--- src/rtl/pace_ctrl.sv ---
// Game pacing: turns accepted frame ticks into horizon updates, speed ramp, obstacle gate and score.
// All outputs registered, one cycle after the causing input; early frame ticks are dropped, never queued.
module pace_ctrl #(
    parameter int INIT_SPEED     = 6144,
    parameter int MAX_SPEED      = 13312,
    parameter int ACCEL          = 1,
    parameter int CLEAR_FRAMES   = 180,
    parameter int MIN_UPDATE_GAP = 8,
    parameter int PX_PER_POINT   = 40960,
    parameter int MAX_SCORE      = 99999
) (
    input  logic        clk,
    input  logic        rst,
    input  logic        frame_tick,
    input  logic        start_key,
    input  logic        crash_in,
    output logic        update,
    output logic        start,
    output logic        crash,
    output logic        running,
    output logic [5:0]  timer,
    output logic [14:0] speed,
    output logic        has_obstacles,
    output logic [16:0] score,
    output logic        achievement
);

    localparam int GW = (MIN_UPDATE_GAP > 2) ? $clog2(MIN_UPDATE_GAP) : 1;
    localparam int FW = $clog2(CLEAR_FRAMES + 1);

    localparam logic [GW-1:0] GAP_MAX   = GW'(MIN_UPDATE_GAP - 1);
    localparam logic [FW-1:0] CLR_FRM   = FW'(CLEAR_FRAMES);
    localparam logic [14:0]   SPD_INIT  = 15'(INIT_SPEED);
    localparam logic [15:0]   SPD_MAX   = 16'(MAX_SPEED);
    localparam logic [15:0]   SPD_STEP  = 16'(ACCEL);
    localparam logic [16:0]   PX_PT     = 17'(PX_PER_POINT);
    localparam logic [16:0]   SCORE_MAX = 17'(MAX_SCORE);

    typedef enum logic [1:0] {IDLE, RUNNING, CRASHED} state_t;

    state_t        state;
    logic [GW-1:0] gap_cnt;
    logic [FW-1:0] frame_cnt;
    logic [16:0]   px_acc;
    logic [6:0]    mod100;

    logic [16:0] acc_sum;
    logic [15:0] spd_inc;
    logic [14:0] speed_nxt;
    logic        accept;

    // Accumulator adds the pre-increment speed; the sum stays below 2^17.
    assign acc_sum   = px_acc + {2'b00, speed};
    assign spd_inc   = {1'b0, speed} + SPD_STEP;
    assign speed_nxt = (spd_inc >= SPD_MAX) ? SPD_MAX[14:0] : spd_inc[14:0];
    assign accept    = frame_tick && !crash_in && (gap_cnt == GAP_MAX);
    assign running   = (state == RUNNING);

    always_ff @(posedge clk or negedge rst) begin
        if (!rst) begin
            state         <= IDLE;
            gap_cnt       <= '0;
            frame_cnt     <= '0;
            px_acc        <= '0;
            mod100        <= '0;
            update        <= 1'b0;
            start         <= 1'b0;
            crash         <= 1'b0;
            achievement   <= 1'b0;
            timer         <= '0;
            speed         <= SPD_INIT;
            has_obstacles <= 1'b0;
            score         <= '0;
        end else begin
            update      <= 1'b0;
            start       <= 1'b0;
            crash       <= 1'b0;
            achievement <= 1'b0;
            if (gap_cnt != GAP_MAX)
                gap_cnt <= gap_cnt + 1'b1;
            // Frame counter reaches the limit with the update; the gate follows a cycle later.
            if (frame_cnt == CLR_FRM)
                has_obstacles <= 1'b1;

            case (state)
                IDLE: begin
                    if (start_key) begin
                        state   <= RUNNING;
                        start   <= 1'b1;
                        gap_cnt <= GAP_MAX;
                    end
                end
                RUNNING: begin
                    if (crash_in) begin
                        state <= CRASHED;
                        crash <= 1'b1;
                    end else if (accept) begin
                        update  <= 1'b1;
                        gap_cnt <= '0;
                        timer   <= timer + 1'b1;
                        speed   <= speed_nxt;
                        if (frame_cnt != CLR_FRM)
                            frame_cnt <= frame_cnt + 1'b1;
                        if (acc_sum >= PX_PT) begin
                            px_acc <= acc_sum - PX_PT;
                            if (score != SCORE_MAX) begin
                                score <= score + 1'b1;
                                if (mod100 == 7'd99) begin
                                    mod100      <= '0;
                                    achievement <= 1'b1;
                                end else begin
                                    mod100 <= mod100 + 1'b1;
                                end
                            end
                        end else begin
                            px_acc <= acc_sum;
                        end
                    end
                end
                default: ;
            endcase
        end
    end

endmodule

--- config.mk ---
export PLATFORM = sky130hd
export DESIGN_NAME = pace_ctrl
export DESIGN_NICKNAME = d
export VERILOG_FILES = /design/src/rtl/pace_ctrl.sv
export SDC_FILE = /design/constraint.sdc
export NUM_CORES = 1
export LEC_CHECK = 0
export BUFFER_PORTS_ARGS = -buffer_cell sky130_fd_sc_hd__clkbuf_2
export CAP_MARGIN = 15
export CORE_MARGIN = 3
export CORE_UTILIZATION = 40
export DETAILED_ROUTE_END_ITERATION = 8
export GPL_TIMING_DRIVEN = 0
export PLACE_DENSITY_LB_ADDON = 0.05
export SLEW_MARGIN = 20
export SYNTH_ARGS = -nofsm -noshare
export SYNTH_HDL_FRONTEND = slang
export SYNTH_SLANG_ARGS = --single-unit
--- constraint.sdc ---
create_clock -name clk -period 8.5 [get_ports clk]
set_input_delay 2.55 -clock clk [delete_from_list [all_inputs] [get_ports clk]]
set_output_delay 2.55 -clock clk [all_outputs]
set_load 0.01 [all_outputs]
==> impl_metrics.py <==
metrics = {
    "pwr": {
        "power_frac_comb_pct": 17.1,
        "internal-power_mw": 0.7280,
        "p_leak_nw": 2.567,
        "p_sw_share_pct": 28.88,
        "vdd_drop_max_mv": 0.08882,
        "total_power_mw": 1.024,
        "p_sw_mw": 0.2957,
        "clkPwrFrac_pct": 39.3,
        "powerDensity_nw_per_um2": 187.0,
        "pwr-share-seq_pct": 43.6,
    },
    "cts": {
        "numCtsBuffers": 9,
        "cts-root-buf": "clkbuf_16",
        "clock_path_buffers": 2,
        "clock_sinks": 80,
        "cts-resized-gates": 0,
        "htree_levels": 3,
        "clk_pin_slew_ns": 0.07,
        "cts_hold_buf": 0,
        "cts_setup_buffers": 0,
        "cts_tree": "built",
        "clk_latency_ns": 0.34,
    },
    "cells_and_area": {
        "final_net_count": 597,
        "fillCellCount": 1124,
        "area_growth_pct": 15.50,
        "n_antenna_cell": 0,
        "drive_above_1_share_pct": 16.40,
    },
    "die": {
        "dieHeight_um": 114.9,
        "io_pins": 49,
        "start_util_pct": 41.16,
        "die_width_um": 114.9,
        "num_rows": 39,
        "die_area_sq_um": 13190,
        "coreArea_sq_um": 11520,
    },
    "grt": {
        "met1_usage_pct": 25.93,
        "busiest_layer": "met2",
        "grtUsageTotal_pct": 18.32,
        "grtUsageMet3_pct": 2.684,
        "grtUsageMet2_pct": 27.66,
        "antenna_found_initial": 0,
        "grt_overflow": 0,
        "grt_max_degree": 81,
        "grt_pass1_vias": 3848,
        "grt_first_pass_wirelength_mm": 19.29,
    },
    "routing": {
        "routedWlPerCell_um": 15.97,
        "drt_iter0_drc": 244,
        "drt-pass1-iter-count": 4,
        "ant_nets": 0,
        "drt_wl_total_mm": 11.43,
        "viasPerCell": 5.453,
        "drc_errors": 0,
        "vias": 3904,
    },
    "sta": {
        "fin_crit_sh_pct": 51.58,
        "final_max_slew_viol_count": 0,
        "setup_viol": 0,
        "rsz0062_at_grt": "false",
        "timing.fmax_ghz": 0.2281,
        "worst_pin_slew_ns": 0.6592,
        "hold_violations": 0,
        "skew_ns": 0.009711,
        "slew_headroom_pct": 56.05,
        "finalSetupTns_ns": 0,
        "period_minus_slack_ns": 4.385,
    },
    "critical_path": {
        "start_kind": "primary input",
        "required_ns": 8.74,
        "timing.rr.start": "speed[5]",
        "rr_endpoint": "mod100[2]",
        "critPathMaxFanout": 10,
        "crit_type": "in2reg",
        "worstPathArrival_ns": 4.62,
        "r2r_slack_ns": 4.50,
        "reg2reg_depth": 13,
        "worstSetupEndpointType": "flop",
    },
    "yosys": {
        "syn_avg_cell_area_sq_um": 9.311,
        "yosysUniqueCellTypes": 67,
        "synth_edf_count": 0,
        "syn_inst": 509,
        "synth_area_leader_cell": "dfrtp_1",
        "yosysSeqAreaShare_pct": 42.29,
        "yosysTopAreaCellShare_pct": 41.18,
        "syn_nets": 538,
        "async_reset_ff_share_pct": 100.0,
        "ys_top_cells_by_count": "nand2_1, dfrtp_1, o21ai_0",
        "yosys_warnings": 0,
        "synth.area.top_cells": "dfrtp_1, nand2_1, ha_1",
        "synthMostInstantiatedCell": "nand2_1",
        "ys.flop_type": "dfrtp_1",
        "ys_ff_latch": 80,
        "syn_area_sq_um": 4740,
    },
    "status": {
        "outcome": "finished, final reports clean",
    },
    "min_path": {
        "min_from": "timer[5]",
        "hold_end": "timer[5]",
        "worstHoldPathCells": 1,
        "min_path_type": "reg2reg",
    },
    "run": {
        "drv_cap": 0,
    },
    "place": {
        "place_congestion": 0.8753,
        "portBuffers": 48,
        "dpl.hpwl_mm": 8.324,
    },
}
==> flip-flops by register name, indices dropped and copies added (netlist names) <==
name / cells
achievement: 1
crash: 1
frame_cnt: 8
gap_cnt: 3
has_obstacles: 1
mod100: 7
px_acc: 17
score: 17
speed: 15
start: 1
state: 2
timer: 6
update: 1
==> final cells by class <==
type / count / area [sq um] / area share, %
multi-input combinational: 396 / 2600 / 47.50
sequential: 80 / 2004 / 36.62
timing repair buffer: 48 / 249.0 / 4.549
clock buffer: 11 / 242.7 / 4.434
tap: 143 / 178.9 / 3.269
buffer: 17 / 75.07 / 1.371
clock inverter: 5 / 63.81 / 1.166
inverter: 16 / 60.06 / 1.097
==> worst max path at each step <==
stage,from,end,slack [ns]
after floorplan,frame_tick,score[13],4.65
after global placement,crash_in,px_acc[14],3.64
after detailed placement,crash_in,px_acc[14],3.70
after CTS,crash_in,px_acc[14],4.05
after global routing,crash_in,px_acc[14],3.89
final,crash_in,px_acc[14],4.12
==> cell families (layout without fill, tap and decap cells) <==
logic type	Yosys count	count (layout)	share of synthesized area, %
and+or+nand+nor	214	214	23.28
AOI/OAI and AO/OA	113	113	16.42
DFF	80	80	42.29
xor gates and xnor gates	40	40	7.550
buffers and inverters	33	97	2.851
adders and majority gates	24	24	6.494
muxes	5	5	1.109
==> critical path, stage by stage <==
cell and delay [ns]:
clkbuf_2 0.09, nor2b_1 0.12, nand4_1 0.17, inv_1 0.20
clkbuf_1 0.54, clkbuf_1 0.56, o221ai_1 0.23, o21a_1 0.15
==> layout by cell type (no fill, tap or decap), drive strengths merged, types with 3 or more instances in the layout <==
cell type,netlist,layout
a2111oi,3,3
o211ai,4,4
nor3,10,10
nor2,34,34
clkbuf,13,72
nand4,15,15
o21ai,38,38
ha,23,23
nor4b,3,3
or3,3,3
nand2b,7,7
o21a,3,3
a21oi,23,23
nand2,79,79
xnor2,19,19
nor4,9,9
o31ai,10,10
and3,15,15
and2,4,4
inv,16,17
a211oi,3,3
nand3,20,20
mux2i,3,3
dfrtp,78,78
nor2b,3,3
buf,4,4
o22ai,3,3
or2,3,3
a31oi,4,4
or4,3,3
xor2,21,21
==> stage by stage <==
step | area, sq um | worst slack, ns | hold slack [ns] | std cells | utilization (%)
floorplan | 4740 | 4.654 | 0.4428 | 509 | -
global placement | 5159 | 3.642 | 0.4509 | 700 | 44.80
detailed placement | 5167 | 3.700 | 0.4585 | 700 | 44.87
CTS | 5474 | 4.055 | 0.4712 | 716 | 47.53
global route | 5474 | 3.889 | 0.4878 | 716 | 47.53
finish | 5474 | 4.115 | 0.4626 | 716 | 47.53
==> power groups by stage <==
stage	clock network (mW)	logic, mW	registers [mW]
finish	0.403	0.175	0.446
CTS	0.412	0.177	0.447
floorplan	0	0.125	0.450
detailed placement	0	0.177	0.453
global route	0.425	0.197	0.452
global placement	0	0.170	0.451
==> routing by layer <==
| layer | part of all wire [%] | wire length [um] | vias up |
|---|---|---|---|
| li1 | - | - | 1950 |
| met1 | 50 | 5773 | 1860 |
| met2 | 43 | 4923 | 78 |
| met3 | 3.9 | 442 | 16 |
| met4 | 2.6 | 292 | 0 |
| met5 | 0 | 0 | - |
No activity file was read; power rests on OpenSTA's default activity.
